## config.mk

```make
export PLATFORM = sky130hd
export DESIGN_NAME = basic_control_unit
export DESIGN_NICKNAME = d
export VERILOG_FILES = /design/src/rtl/basic_cpu_pkg.sv /design/src/rtl/seq_counter.sv /design/src/rtl/basic_control_unit.sv
export SDC_FILE = /design/constraint.sdc
export NUM_CORES = 1
export LEC_CHECK = 0
export ABC_CLOCK_PERIOD_IN_PS = 2200
export CAP_MARGIN = 40
export CORE_AREA = 3 3 65 67
export CTS_BUF_LIST = sky130_fd_sc_hd__clkbuf_16
export CTS_CLUSTER_SIZE = 24
export DETAILED_ROUTE_END_ITERATION = 10
export DIE_AREA = 0 0 68 70
export PLACE_DENSITY = 0.8
export SETUP_SLACK_MARGIN = 0.02
export SLEW_MARGIN = 20
export SYNTH_ARGS = -nofsm -noshare
export SYNTH_HDL_FRONTEND = slang
export SYNTH_SLANG_ARGS = --single-unit
```

## constraint.sdc

```tcl
create_clock -name clk -period 2.2 [get_ports clk]
set_input_delay 0.44 -clock clk [delete_from_list [all_inputs] [get_ports clk]]
set_output_delay 0.44 -clock clk [all_outputs]
set_load 0.02 [all_outputs]
```

## src/rtl/basic_cpu_pkg.sv

```systemverilog
// rtl/basic_cpu_pkg.sv - shared codes and types for the basic-computer control unit
// Purpose: bus-source and ALU codes, opcode and instruction-bit positions,
//          control-state enum and the bundled strobe struct.
// Ports:   none (package).
package basic_cpu_pkg;

  localparam logic [2:0] MUX_ZERO = 3'd0;
  localparam logic [2:0] MUX_AR   = 3'd1;
  localparam logic [2:0] MUX_PC   = 3'd2;
  localparam logic [2:0] MUX_DR   = 3'd3;
  localparam logic [2:0] MUX_AC   = 3'd4;
  localparam logic [2:0] MUX_IR   = 3'd5;
  localparam logic [2:0] MUX_TR   = 3'd6;
  localparam logic [2:0] MUX_MEM  = 3'd7;

  localparam logic [2:0] ALU_AND     = 3'd0;
  localparam logic [2:0] ALU_ADD     = 3'd1;
  localparam logic [2:0] ALU_PASS_DR = 3'd2;
  localparam logic [2:0] ALU_CMA     = 3'd3;
  localparam logic [2:0] ALU_CIR     = 3'd4;
  localparam logic [2:0] ALU_CIL     = 3'd5;
  localparam logic [2:0] ALU_PASS_AC = 3'd6;

  localparam logic [2:0] OP_AND    = 3'd0;
  localparam logic [2:0] OP_ADD    = 3'd1;
  localparam logic [2:0] OP_LDA    = 3'd2;
  localparam logic [2:0] OP_STA    = 3'd3;
  localparam logic [2:0] OP_BUN    = 3'd4;
  localparam logic [2:0] OP_BSA    = 3'd5;
  localparam logic [2:0] OP_ISZ    = 3'd6;
  localparam logic [2:0] OP_REG_IO = 3'd7;

  // Register-reference bit positions within IR[11:0]
  localparam int RB_CLA = 11;
  localparam int RB_CLE = 10;
  localparam int RB_CMA = 9;
  localparam int RB_CME = 8;
  localparam int RB_CIR = 7;
  localparam int RB_CIL = 6;
  localparam int RB_INC = 5;
  localparam int RB_SPA = 4;
  localparam int RB_SNA = 3;
  localparam int RB_SZA = 2;
  localparam int RB_SZE = 1;
  localparam int RB_HLT = 0;

  // I/O bit positions within IR[11:0] (INP, OUT, SKO are no-ops here)
  localparam int IB_SKI = 9;
  localparam int IB_ION = 7;
  localparam int IB_IOF = 6;

  typedef enum logic [1:0] {
    ST_INIT,
    ST_IDLE,
    ST_RUN
  } ctrl_state_t;

  typedef struct packed {
    logic       mem_we;
    logic [2:0] mux_sel;
    logic [2:0] alu_op;
    logic load_ar, inc_ar, clr_ar;
    logic load_pc, inc_pc, clr_pc;
    logic load_dr, inc_dr, clr_dr;
    logic load_ac, inc_ac, clr_ac;
    logic load_e, inc_e, clr_e;
    logic load_ien, clr_ien;
    logic load_r, clr_r;
    logic inc_start, clr_start;
    logic load_ir, clr_ir;
    logic load_tr, clr_tr;
  } ctrl_t;

endpackage

```

## src/rtl/seq_counter.sv

```systemverilog
// rtl/seq_counter.sv - 3-bit timing sequence counter with one-hot T decode
// Purpose: holds the current T step; clr wins over inc.
// Ports:   clk, rst (async, active-high), clr, inc -> count[2:0], t[6:0] (one-hot T0..T6,
//          all zero when count is the unreachable value 7).
module seq_counter (
  input  logic       clk,
  input  logic       rst,
  input  logic       clr,
  input  logic       inc,
  output logic [2:0] count,
  output logic [6:0] t
);

  always_ff @(posedge clk or posedge rst) begin
    if (rst) begin
      count <= 3'd0;
    end else if (clr) begin
      count <= 3'd0;
    end else if (inc) begin
      count <= count + 3'd1;
    end
  end

  always_comb begin
    t = '0;
    for (int k = 0; k < 7; k++) begin
      t[k] = (count == 3'(k));
    end
  end

endmodule

```

## src/rtl/basic_control_unit.sv

```systemverilog
// rtl/basic_control_unit.sv - hardwired control unit for the basic-computer datapath
// Purpose: INIT/IDLE/RUN sequencing, fetch/decode/indirect/execute and interrupt
//          cycles driving every datapath strobe.
// Ports:   clk, reset (async, active-high), run_req; status IR/AC/DR [DW-1:0],
//          E, start, IEN_out, R_out, FGI; outputs mem_we, mux_sel[2:0], alu_op[2:0],
//          load/inc/clr strobes for AR, PC, DR, AC, E, IEN, R, start, plus
//          load/clr for IR and TR, and sc[2:0] (current T index).
module basic_control_unit
  import basic_cpu_pkg::*;
#(
  parameter int AW = 12,
  parameter int DW = 16
) (
  input  logic          clk,
  input  logic          reset,
  input  logic          run_req,
  input  logic [DW-1:0] IR,
  input  logic [DW-1:0] AC,
  input  logic [DW-1:0] DR,
  input  logic          E,
  input  logic          start,
  input  logic          IEN_out,
  input  logic          R_out,
  input  logic          FGI,
  output logic          mem_we,
  output logic [2:0]    mux_sel,
  output logic [2:0]    alu_op,
  output logic          load_AR, inc_AR, clr_AR,
  output logic          load_PC, inc_PC, clr_PC,
  output logic          load_DR, inc_DR, clr_DR,
  output logic          load_AC, inc_AC, clr_AC,
  output logic          load_E, inc_E, clr_E,
  output logic          load_IEN, inc_IEN, clr_IEN,
  output logic          load_R, inc_R, clr_R,
  output logic          load_start, inc_start, clr_start,
  output logic          load_IR, clr_IR,
  output logic          load_TR, clr_TR,
  output logic [2:0]    sc
);

  ctrl_state_t state, state_nx;
  ctrl_t       c;
  logic        i_bit;
  logic        int_cyc;
  logic        sc_clr, sc_inc;
  logic        latch_i, latch_int;
  logic        is_int;
  logic [6:0]  t;
  logic [2:0]  d;
  logic [AW-1:0] ir_bits;

  assign d       = IR[DW-2 -: 3];
  assign ir_bits = IR[AW-1:0];

  seq_counter u_sc (
    .clk   (clk),
    .rst   (reset),
    .clr   (sc_clr),
    .inc   (sc_inc),
    .count (sc),
    .t     (t)
  );

  // The fetch/interrupt choice is made at T0 and held: load_R may set R during
  // a fetch, and that fetch must still complete before the interrupt cycle.
  always_ff @(posedge clk or posedge reset) begin
    if (reset) begin
      state   <= ST_INIT;
      i_bit   <= 1'b0;
      int_cyc <= 1'b0;
    end else begin
      state <= state_nx;
      if (latch_i) begin
        i_bit <= IR[DW-1];
      end
      if (latch_int) begin
        int_cyc <= R_out;
      end
    end
  end

  always_comb begin
    c         = '0;
    state_nx  = state;
    sc_clr    = 1'b0;
    sc_inc    = 1'b0;
    latch_i   = 1'b0;
    latch_int = 1'b0;
    is_int    = t[0] ? R_out : int_cyc;

    case (state)
      ST_INIT: begin
        c.clr_ar    = 1'b1;
        c.clr_pc    = 1'b1;
        c.clr_dr    = 1'b1;
        c.clr_ac    = 1'b1;
        c.clr_e     = 1'b1;
        c.clr_ir    = 1'b1;
        c.clr_tr    = 1'b1;
        c.clr_ien   = 1'b1;
        c.clr_r     = 1'b1;
        c.clr_start = 1'b1;
        sc_clr      = 1'b1;
        state_nx    = ST_IDLE;
      end

      ST_IDLE: begin
        sc_clr = 1'b1;
        if (start) begin
          state_nx = ST_RUN;
        end else if (run_req) begin
          c.inc_start = 1'b1;
        end
      end

      ST_RUN: begin
        if (sc == 3'd7) begin
          sc_clr = 1'b1;
        end else if (t[0] && !start) begin
          state_nx = ST_IDLE;
          sc_clr   = 1'b1;
        end else begin
          sc_inc = 1'b1;

          if ((t[0] || t[1] || t[2]) && !R_out && IEN_out && FGI) begin
            c.load_r = 1'b1;
          end

          if (t[0]) begin
            latch_int = 1'b1;
            c.mux_sel = MUX_PC;
            if (R_out) begin
              c.clr_ar  = 1'b1;
              c.load_tr = 1'b1;
            end else begin
              c.load_ar = 1'b1;
            end
          end

          if (t[1]) begin
            if (is_int) begin
              c.mux_sel = MUX_TR;
              c.mem_we  = 1'b1;
              c.clr_pc  = 1'b1;
            end else begin
              c.mux_sel = MUX_MEM;
              c.load_ir = 1'b1;
              c.inc_pc  = 1'b1;
            end
          end

          if (t[2]) begin
            if (is_int) begin
              c.inc_pc  = 1'b1;
              c.clr_ien = 1'b1;
              c.clr_r   = 1'b1;
              sc_clr    = 1'b1;
            end else begin
              c.mux_sel = MUX_IR;
              c.load_ar = 1'b1;
              latch_i   = 1'b1;
            end
          end

          if (t[3]) begin
            if (d != OP_REG_IO) begin
              if (i_bit) begin
                c.mux_sel = MUX_MEM;
                c.load_ar = 1'b1;
              end
            end else begin
              sc_clr = 1'b1;
              if (!i_bit) begin
                if (ir_bits[RB_CLA]) c.clr_ac = 1'b1;
                if (ir_bits[RB_CLE]) c.clr_e  = 1'b1;
                if (ir_bits[RB_CMA]) begin
                  c.alu_op  = ALU_CMA;
                  c.load_ac = 1'b1;
                end
                if (ir_bits[RB_CME]) c.inc_e = 1'b1;
                if (ir_bits[RB_CIR]) begin
                  c.alu_op  = ALU_CIR;
                  c.load_ac = 1'b1;
                  c.load_e  = 1'b1;
                end
                if (ir_bits[RB_CIL]) begin
                  c.alu_op  = ALU_CIL;
                  c.load_ac = 1'b1;
                  c.load_e  = 1'b1;
                end
                if (ir_bits[RB_INC]) c.inc_ac = 1'b1;
                // Skip conditions OR together so any combination yields one skip.
                c.inc_pc = (ir_bits[RB_SPA] && !AC[DW-1]) ||
                           (ir_bits[RB_SNA] &&  AC[DW-1]) ||
                           (ir_bits[RB_SZA] && (AC == '0)) ||
                           (ir_bits[RB_SZE] && !E);
                if (ir_bits[RB_HLT]) c.clr_start = 1'b1;
              end else begin
                c.inc_pc = ir_bits[IB_SKI] && FGI;
                if (ir_bits[IB_ION]) c.load_ien = 1'b1;
                if (ir_bits[IB_IOF]) c.clr_ien  = 1'b1;
              end
            end
          end

          if (t[4]) begin
            case (d)
              OP_AND, OP_ADD, OP_LDA, OP_ISZ: begin
                c.mux_sel = MUX_MEM;
                c.load_dr = 1'b1;
              end
              OP_STA: begin
                c.mux_sel = MUX_AC;
                c.mem_we  = 1'b1;
                sc_clr    = 1'b1;
              end
              OP_BUN: begin
                c.mux_sel = MUX_AR;
                c.load_pc = 1'b1;
                sc_clr    = 1'b1;
              end
              OP_BSA: begin
                c.mux_sel = MUX_PC;
                c.mem_we  = 1'b1;
                c.inc_ar  = 1'b1;
              end
              default: sc_clr = 1'b1;
            endcase
          end

          if (t[5]) begin
            case (d)
              OP_AND: begin
                c.alu_op  = ALU_AND;
                c.load_ac = 1'b1;
                sc_clr    = 1'b1;
              end
              OP_ADD: begin
                c.alu_op  = ALU_ADD;
                c.load_ac = 1'b1;
                c.load_e  = 1'b1;
                sc_clr    = 1'b1;
              end
              OP_LDA: begin
                c.alu_op  = ALU_PASS_DR;
                c.load_ac = 1'b1;
                sc_clr    = 1'b1;
              end
              OP_BSA: begin
                c.mux_sel = MUX_AR;
                c.load_pc = 1'b1;
                sc_clr    = 1'b1;
              end
              OP_ISZ: c.inc_dr = 1'b1;
              default: sc_clr = 1'b1;
            endcase
          end

          if (t[6]) begin
            sc_clr = 1'b1;
            if (d == OP_ISZ) begin
              // DR already holds the incremented value here.
              c.mux_sel = MUX_DR;
              c.mem_we  = 1'b1;
              c.inc_pc  = (DR == '0);
            end
          end
        end
      end

      default: state_nx = ST_INIT;
    endcase

    if (reset) begin
      c = '0;
    end
  end

  assign mem_we     = c.mem_we;
  assign mux_sel    = c.mux_sel;
  assign alu_op     = c.alu_op;
  assign load_AR    = c.load_ar;
  assign inc_AR     = c.inc_ar;
  assign clr_AR     = c.clr_ar;
  assign load_PC    = c.load_pc;
  assign inc_PC     = c.inc_pc;
  assign clr_PC     = c.clr_pc;
  assign load_DR    = c.load_dr;
  assign inc_DR     = c.inc_dr;
  assign clr_DR     = c.clr_dr;
  assign load_AC    = c.load_ac;
  assign inc_AC     = c.inc_ac;
  assign clr_AC     = c.clr_ac;
  assign load_E     = c.load_e;
  assign inc_E      = c.inc_e;
  assign clr_E      = c.clr_e;
  assign load_IEN   = c.load_ien;
  assign inc_IEN    = 1'b0;
  assign clr_IEN    = c.clr_ien;
  assign load_R     = c.load_r;
  assign inc_R      = 1'b0;
  assign clr_R      = c.clr_r;
  assign load_start = 1'b0;
  assign inc_start  = c.inc_start;
  assign clr_start  = c.clr_start;
  assign load_IR    = c.load_ir;
  assign clr_IR     = c.clr_ir;
  assign load_TR    = c.load_tr;
  assign clr_TR     = c.clr_tr;

endmodule

```

==> results of run 1 <==
## logic make-up (layout without fill, tap and decap cells)
kind of cell	count (synthesis)	in the layout
other cells	1	3
fa+ha+maj	10	10
mux	7	7
compound gates	48	48
buf+inv	21	193
simple gates	86	87
flops	7	7
## stage by stage
step | setup WS [ns] | TNS (ns)
final | -0.6884 | -9.247
after global routing | -1.086 | -10.54
after global placement | -0.9594 | -20.58
after CTS | -0.2854 | -5.732
after floorplan | 0.01404 | 0
after detailed placement | -1.035 | -21.42
## cells in the final DEF, fill, tap and decap left out, drive strengths merged, types with 5 or more instances in the layout
cell / n
o21ai: 13
clkdlybuf4s50: 55
clkbuf: 6
nor2b: 7
a21oi: 13
nor3: 5
nor2: 16
inv: 11
ha: 10
and3: 5
dfrtp: 7
nand2: 22
nand3: 9
nor4: 6
buf: 118
## routing by layer
| layer | part of all wire | GRT usage | up-vias |
|---|---|---|---|
| met5 | 0 | 0 | - |
| met4 | 0.077 | 0.1457 | 0 |
| met3 | 0.079 | 0.05466 | 82 |
| met2 | 0.50 | 0.5578 | 221 |
| met1 | 0.35 | 0.3417 | 1171 |
| li1 | - | - | 1002 |
## cells in the mapped netlist, drive strengths merged, types with 2 or more instances
library cell  count  share of area
inv              10          0.029
buf               9          0.066
a32oi             2          0.014
and3              5          0.025
o211ai            2          0.012
or2b              2          0.014
a21oi            13          0.050
clkbuf            2          0.021
nor4              6          0.029
dfrtp             7           0.14
mux2i             3          0.023
nor2b             7          0.034
o311ai            2          0.014
mux2              4          0.041
ha               10          0.097
nand3             9          0.035
nor2             16          0.046
nor3              5          0.019
o31ai             2          0.012
a211oi            2          0.012
nand2            21          0.063
o21ai            13          0.050
nand4             3          0.014
and2              4          0.019
a21o              4          0.023
## registers in the layout, indices dropped and copies added, names as in the netlist
signal and flops:
state 2, int_cyc 1, u_sc.count 3, i_bit 1
## area by class of cell
type / count / area share
timing repair buffer: 179 / 0.4733
multi-input combinational: 155 / 0.4224
sequential: 7 / 0.05126
clock buffer: 3 / 0.02166
tap: 48 / 0.01733
inverter: 10 / 0.01300
clock inverter: 1 / 0.001083
## worst paths after layout
path	endpoint	slack, ns
min in group clk	int_cyc$_DFFE_PP0P_	0.65
worst min-delay path	u_sc.count[2]$_DFFE_PP0P_	0.65
worst max-delay path	mux_sel[1]	-0.69
worst max register to register	u_sc.count[1]$_DFFE_PP0P_	-0.05
worst min register to register	int_cyc$_DFFE_PP0P_	0.65
max in group asynchronous	u_sc.count[0]$_DFFE_PP0P_	1.39
## power breakdown
part           switching, uW  internal (uW)  total, uW  leakage [uW]
clock network           86.7            238        325     0.0000423
logic                    676            665       1340       0.00133
registers               46.0            164        210     0.0000886
## tightest hold or removal path, stage by stage
cell and delay [ns]:
clkdlybuf4s50_1 0.47, inv_1 0.12, buf_4 0.20
## timing repair
action | 4_1_cts | 5_1_grt
pin swaps | 24 | 17
hold buffers | 0 | 0
setup buffers | 11 | 11
gates resized for setup | 211 | 50
cloned | 1 | 0
setup endpoints to repair | 33 | 33
==> results.yml, run 1 <==
status:
  run_status: "finished with violations"
  violations: "setup timing"
finish:
  syn2layout_area_growth_pct: 167.4
  postLayoutCellArea_um2: 3466
  fin_cells: 403
  fillers: 110
  n_antenna_cell: 0
  finalNetCount: 422
  register_area_um2: 177.7
  multiInputGateArea_um2: 1464
  final_core_util: 0.9396
  drive_above_1_share: 0.5606
logic_synthesis:
  ys_ff_latch: 7
  synthXorXnorAreaFrac: 0
  syn-cell-area_um2: 1296
  synth_warnings: 0
  synth_enable_flop_cells: 0
  synth_top_family_by_area: "simple AND/OR/NAND/NOR gates"
  synthMuxAreaShare: 0.06371
  synth_compound_area_frac: 0.2355
  synth_fa_ha_area_frac: 0.09653
  ys_async_sr_fraction: 1.000
  syn_avg_cell_area_um2: 7.201
  synthFlopType: "dfrtp_1"
  yosysUniqueCellTypes: 48
  synth-seq-area-share: 0.1351
  synthCells: 180
  synth_simple_gate_area_share: 0.3504
detailed_routing:
  wirelength_mm: 10.21
  num_vias: 2476
  drc: 0
  drtIter0Drc: 320
  via_per_inst: 6.144
  final_antenna_net_count: 0
  drtPass1Iterations: 5
  wl_per_cell_um: 25.34
min_path:
  hold_class: "input pin to asynchronous set/reset pin"
floorplanning:
  core_um2: 3689
  die_area_um2: 4760
  ios: 94
  rows: 22
  start_util: 0.3514
  die-height_um: 70
  dieWidth_um: 68
worst_setup_path:
  crit_fanout: 6
  rr_worst_depth: 8
  cp_top_family: "simple AND/OR/NAND/NOR gates"
  critical_path.max_stage_delay_ns: 0.51
  worst_path_max_delay_cell: "nor4b_2"
  critPathBufInv: 4
  worstSetupEndpointType: "output pin"
  arrival_ns: 2.45
  path_depth: 10
  critPathLaunch: "u_sc.count[1]$_DFFE_PP0P_"
  r2r-start: "u_sc.count[1]$_DFFE_PP0P_"
  crit_top_cell: "buf_6"
  required_ns: 1.76
  critPathLaunchType: "flip-flop"
  path_class: "flip-flop to output pin"
  crit_chain: "buf_6 > inv_4 > ha_4 > buf_4 > nand2_4 > nor4b_2 > o21ai_0 > o311ai_2 > a21oi_4 > buf_6"
placement:
  dp_hpwl_mm: 4.700
  io_buffers: 90
  placed_area_um2: 2843
  place_congestion: 0.9554
  placed_cells: 377
pwr:
  powerDensity_nw_per_um2: 541.3
  p_leak_uw: 0.001462
  total_power_uw: 1876
  ir_drop_uv: 795.4
clock_network:
  clockRootBuffer: "clkbuf_16"
  clkLatencyLatePin_ns: 0.24
  clock-sinks: 7
  cts_buffers: 3
  clockBufferDepth: 2
  htree_levels: 1
  clk_pin_slew_worst_paths_ns: 0.04
  cts_tree: "built"
sta:
  rsz0062_at_grt: "true"
  setup_violations: 31
  finClkSkew_ns: 0.0006208
  hold_viol: 0
  min_period_over_period: 1.313
  clock.fmax_mhz: 346.2
  worst_slack_ns: -0.6884
  relSlewSlack: 0.6550
  finalCriticalPeriod_ns: 2.888
  slew_viol_final: 0
  tightest_slew_ns: 0.5162
  whs_ns: 0.6483
global_routing:
  grt_pass1_vias: 2374
  grt_start_max_net_pins: 11
  grtUsageTotal: 0.3120
  antenna_found_initial: 0
  grt_overflow_total: 0
  grt_pass1_wl_mm: 11.59
flow_run:
  drv_cap: 0
Note: power is estimated with default switching activity, not from simulation.
==> run 2, diff against run 1 <==
Settings changed: ABC_CLOCK_PERIOD_IN_PS 2200 to 3700, CORE_AREA 3 3 65 67 to 3 3 63 65, DIE_AREA 0 0 68 70 to 0 0 66 68, PLACE_DENSITY 0.8 to 0.85.
Clock period 2.2 ns to 3.7 ns, I/O delays scaled along.
==> results.yml, run 2 (synthesis gave the netlist of run 1 again) <==
detailed_routing:
  via_per_inst: 5.144
  wl_per_cell_um: 14.23
  drtIter0Drc: 88
  num_vias: 1677
  final_antenna_net_count: 0
  wirelength_mm: 4.639
  drc: 0
  drtPass1Iterations: 4
global_routing:
  grt_pass1_wl_mm: 7.341
  grt_overflow_total: 0
  antenna_found_initial: 0
  grt_pass1_vias: 1623
  grtUsageTotal: 0.2052
  grt_start_max_net_pins: 20
sta:
  slew_viol_final: 0
  finalCriticalPeriod_ns: 3.510
  min_period_over_period: 0.9486
  finClkSkew_ns: 0.003054
  rsz0062_at_grt: "false"
  tightest_slew_ns: 0.5231
  whs_ns: 0.5572
  relSlewSlack: 0.6423
  hold_viol: 0
  setup_violations: 0
  clock.fmax_mhz: 284.9
floorplanning:
  rows: 21
  die_area_um2: 4488
  die-height_um: 68
  dieWidth_um: 66
  core_um2: 3390
  start_util: 0.3824
  ios: 94
clock_network:
  clock-sinks: 7
  clockRootBuffer: "clkbuf_16"
  clk_pin_slew_worst_paths_ns: 0.04
  postCtsSetupBuffers: 0
  cts_buffers: 3
  cts_tree: "built"
  htree_levels: 1
  clockBufferDepth: 2
  clkLatencyLatePin_ns: 0.23
finish:
  final_cell_mix: "clkdlybuf4s50_1, nand2_1, nor2_1"
  largest_register: "u_sc.count"
  register_area_um2: 175.2
  final_common_cell: "clkdlybuf4s50_1"
  finalNetCount: 347
  reg_top3: "u_sc.count: 3 flops, state: 2 flops"
  fin_cells: 326
  multiInputGateArea_um2: 978.4
  largest_register_ffs: 3
  fillers: 285
  syn2layout_area_growth_pct: 82.91
  drive_above_1_share: 0.1000
  n_antenna_cell: 0
pwr:
  p_leak_uw: 0.001205
  powerDensity_nw_per_um2: 297.5
  ir_drop_uv: 462.4
worst_setup_path:
  worstSetupEndpointType: "output pin"
  critPathLaunchType: "input pin"
  required_ns: 2.96
  crit_fanout: 4
  path_class: "input pin to output pin"
  arrival_ns: 2.77
placement:
  dp_hpwl_mm: 3.868
  place_congestion: 0.8556
  placed_cells: 322
  io_buffers: 90
flow_run:
  drv_cap: 0
status:
  run_status: "finished, final reports clean"
min_path:
  hold_class: "flip-flop to flip-flop"
run 2: routing by layer:
metal	GRT usage	share of wire
met2	0.3755	0.53
met4	0.06091	0.0099
met3	0.02135	0.046
met5	0	0
met1	0.2534	0.41
run 2: worst max-delay path: stages:
cell,delay [ns]
clkdlybuf4s50_1,0.51
ha_1,0.25
or2b_2,0.33
a41o_1,0.21
o311ai_1,0.09
o311ai_1,0.15
a21oi_1,0.15
dlygate4sd2_1,0.35
run 2: power breakdown:
| part | internal [uW] | switching, uW | leakage [uW] |
|---|---|---|---|
| clock | 141 | 40.7 | 0.0000423 |
| sequential | 96.8 | 37.6 | 0.0000918 |
| combinational | 202 | 188 | 0.00107 |
| total | 439 | 266 | 0.00121 |
run 2: area by class of cell:
| type | instances | share of cell area |
|---|---|---|
| timing repair buffer | 105 | 0.4401 |
| inverter | 10 | 0.01583 |
| clock inverter | 1 | 0.001583 |
| multi-input combinational | 154 | 0.4127 |
| tap | 46 | 0.02427 |
| sequential | 7 | 0.07388 |
| clock buffer | 3 | 0.03166 |
run 2: path summary, 6_finish.rpt:
kind,from,to,slack [ns],cells past startpoint
setup reg to reg,u_sc.count[2]$_DFFE_PP0P_,u_sc.count[0]$_DFFE_PP0P_,1.61,7
hold reg to reg,int_cyc$_DFFE_PP0P_,int_cyc$_DFFE_PP0P_,0.56,1
min in group asynchronous,reset,int_cyc$_DFFE_PP0P_,0.87,3
hold / removal,int_cyc$_DFFE_PP0P_,int_cyc$_DFFE_PP0P_,0.56,1
max in group asynchronous,reset,state[1]$_DFFE_PP0P_,2.71,3
setup / recovery,IR[13],mux_sel[1],0.19,8
run 2: repair_timing:
item | in CTS | in global routing
endpoints found under the setup margin | 2 | 13
gates resized for setup | 2 | 13
hold buffers | 0 | 0
run 2: through the flow:
| step | utilization | total power, uW | cell area, um2 | worst slack, ns | TNS, ns |
|---|---|---|---|---|---|
| 2_1_floorplan | - | 371.3 | 1304 | 0.9129 | 0 |
| 3_3_place_gp | 0.6674 | 522.6 | 2262 | -0.02873 | -0.02873 |
| 3_5_place_dp | 0.6674 | 526.9 | 2262 | -0.07147 | -0.09566 |
| 4_1_cts | 0.6899 | 710.5 | 2338 | 0.03497 | 0 |
| 5_1_grt | 0.6995 | 752.0 | 2371 | 0.02971 | 0 |
| 6_report | 0.6995 | 705.3 | 2371 | 0.1902 | 0 |
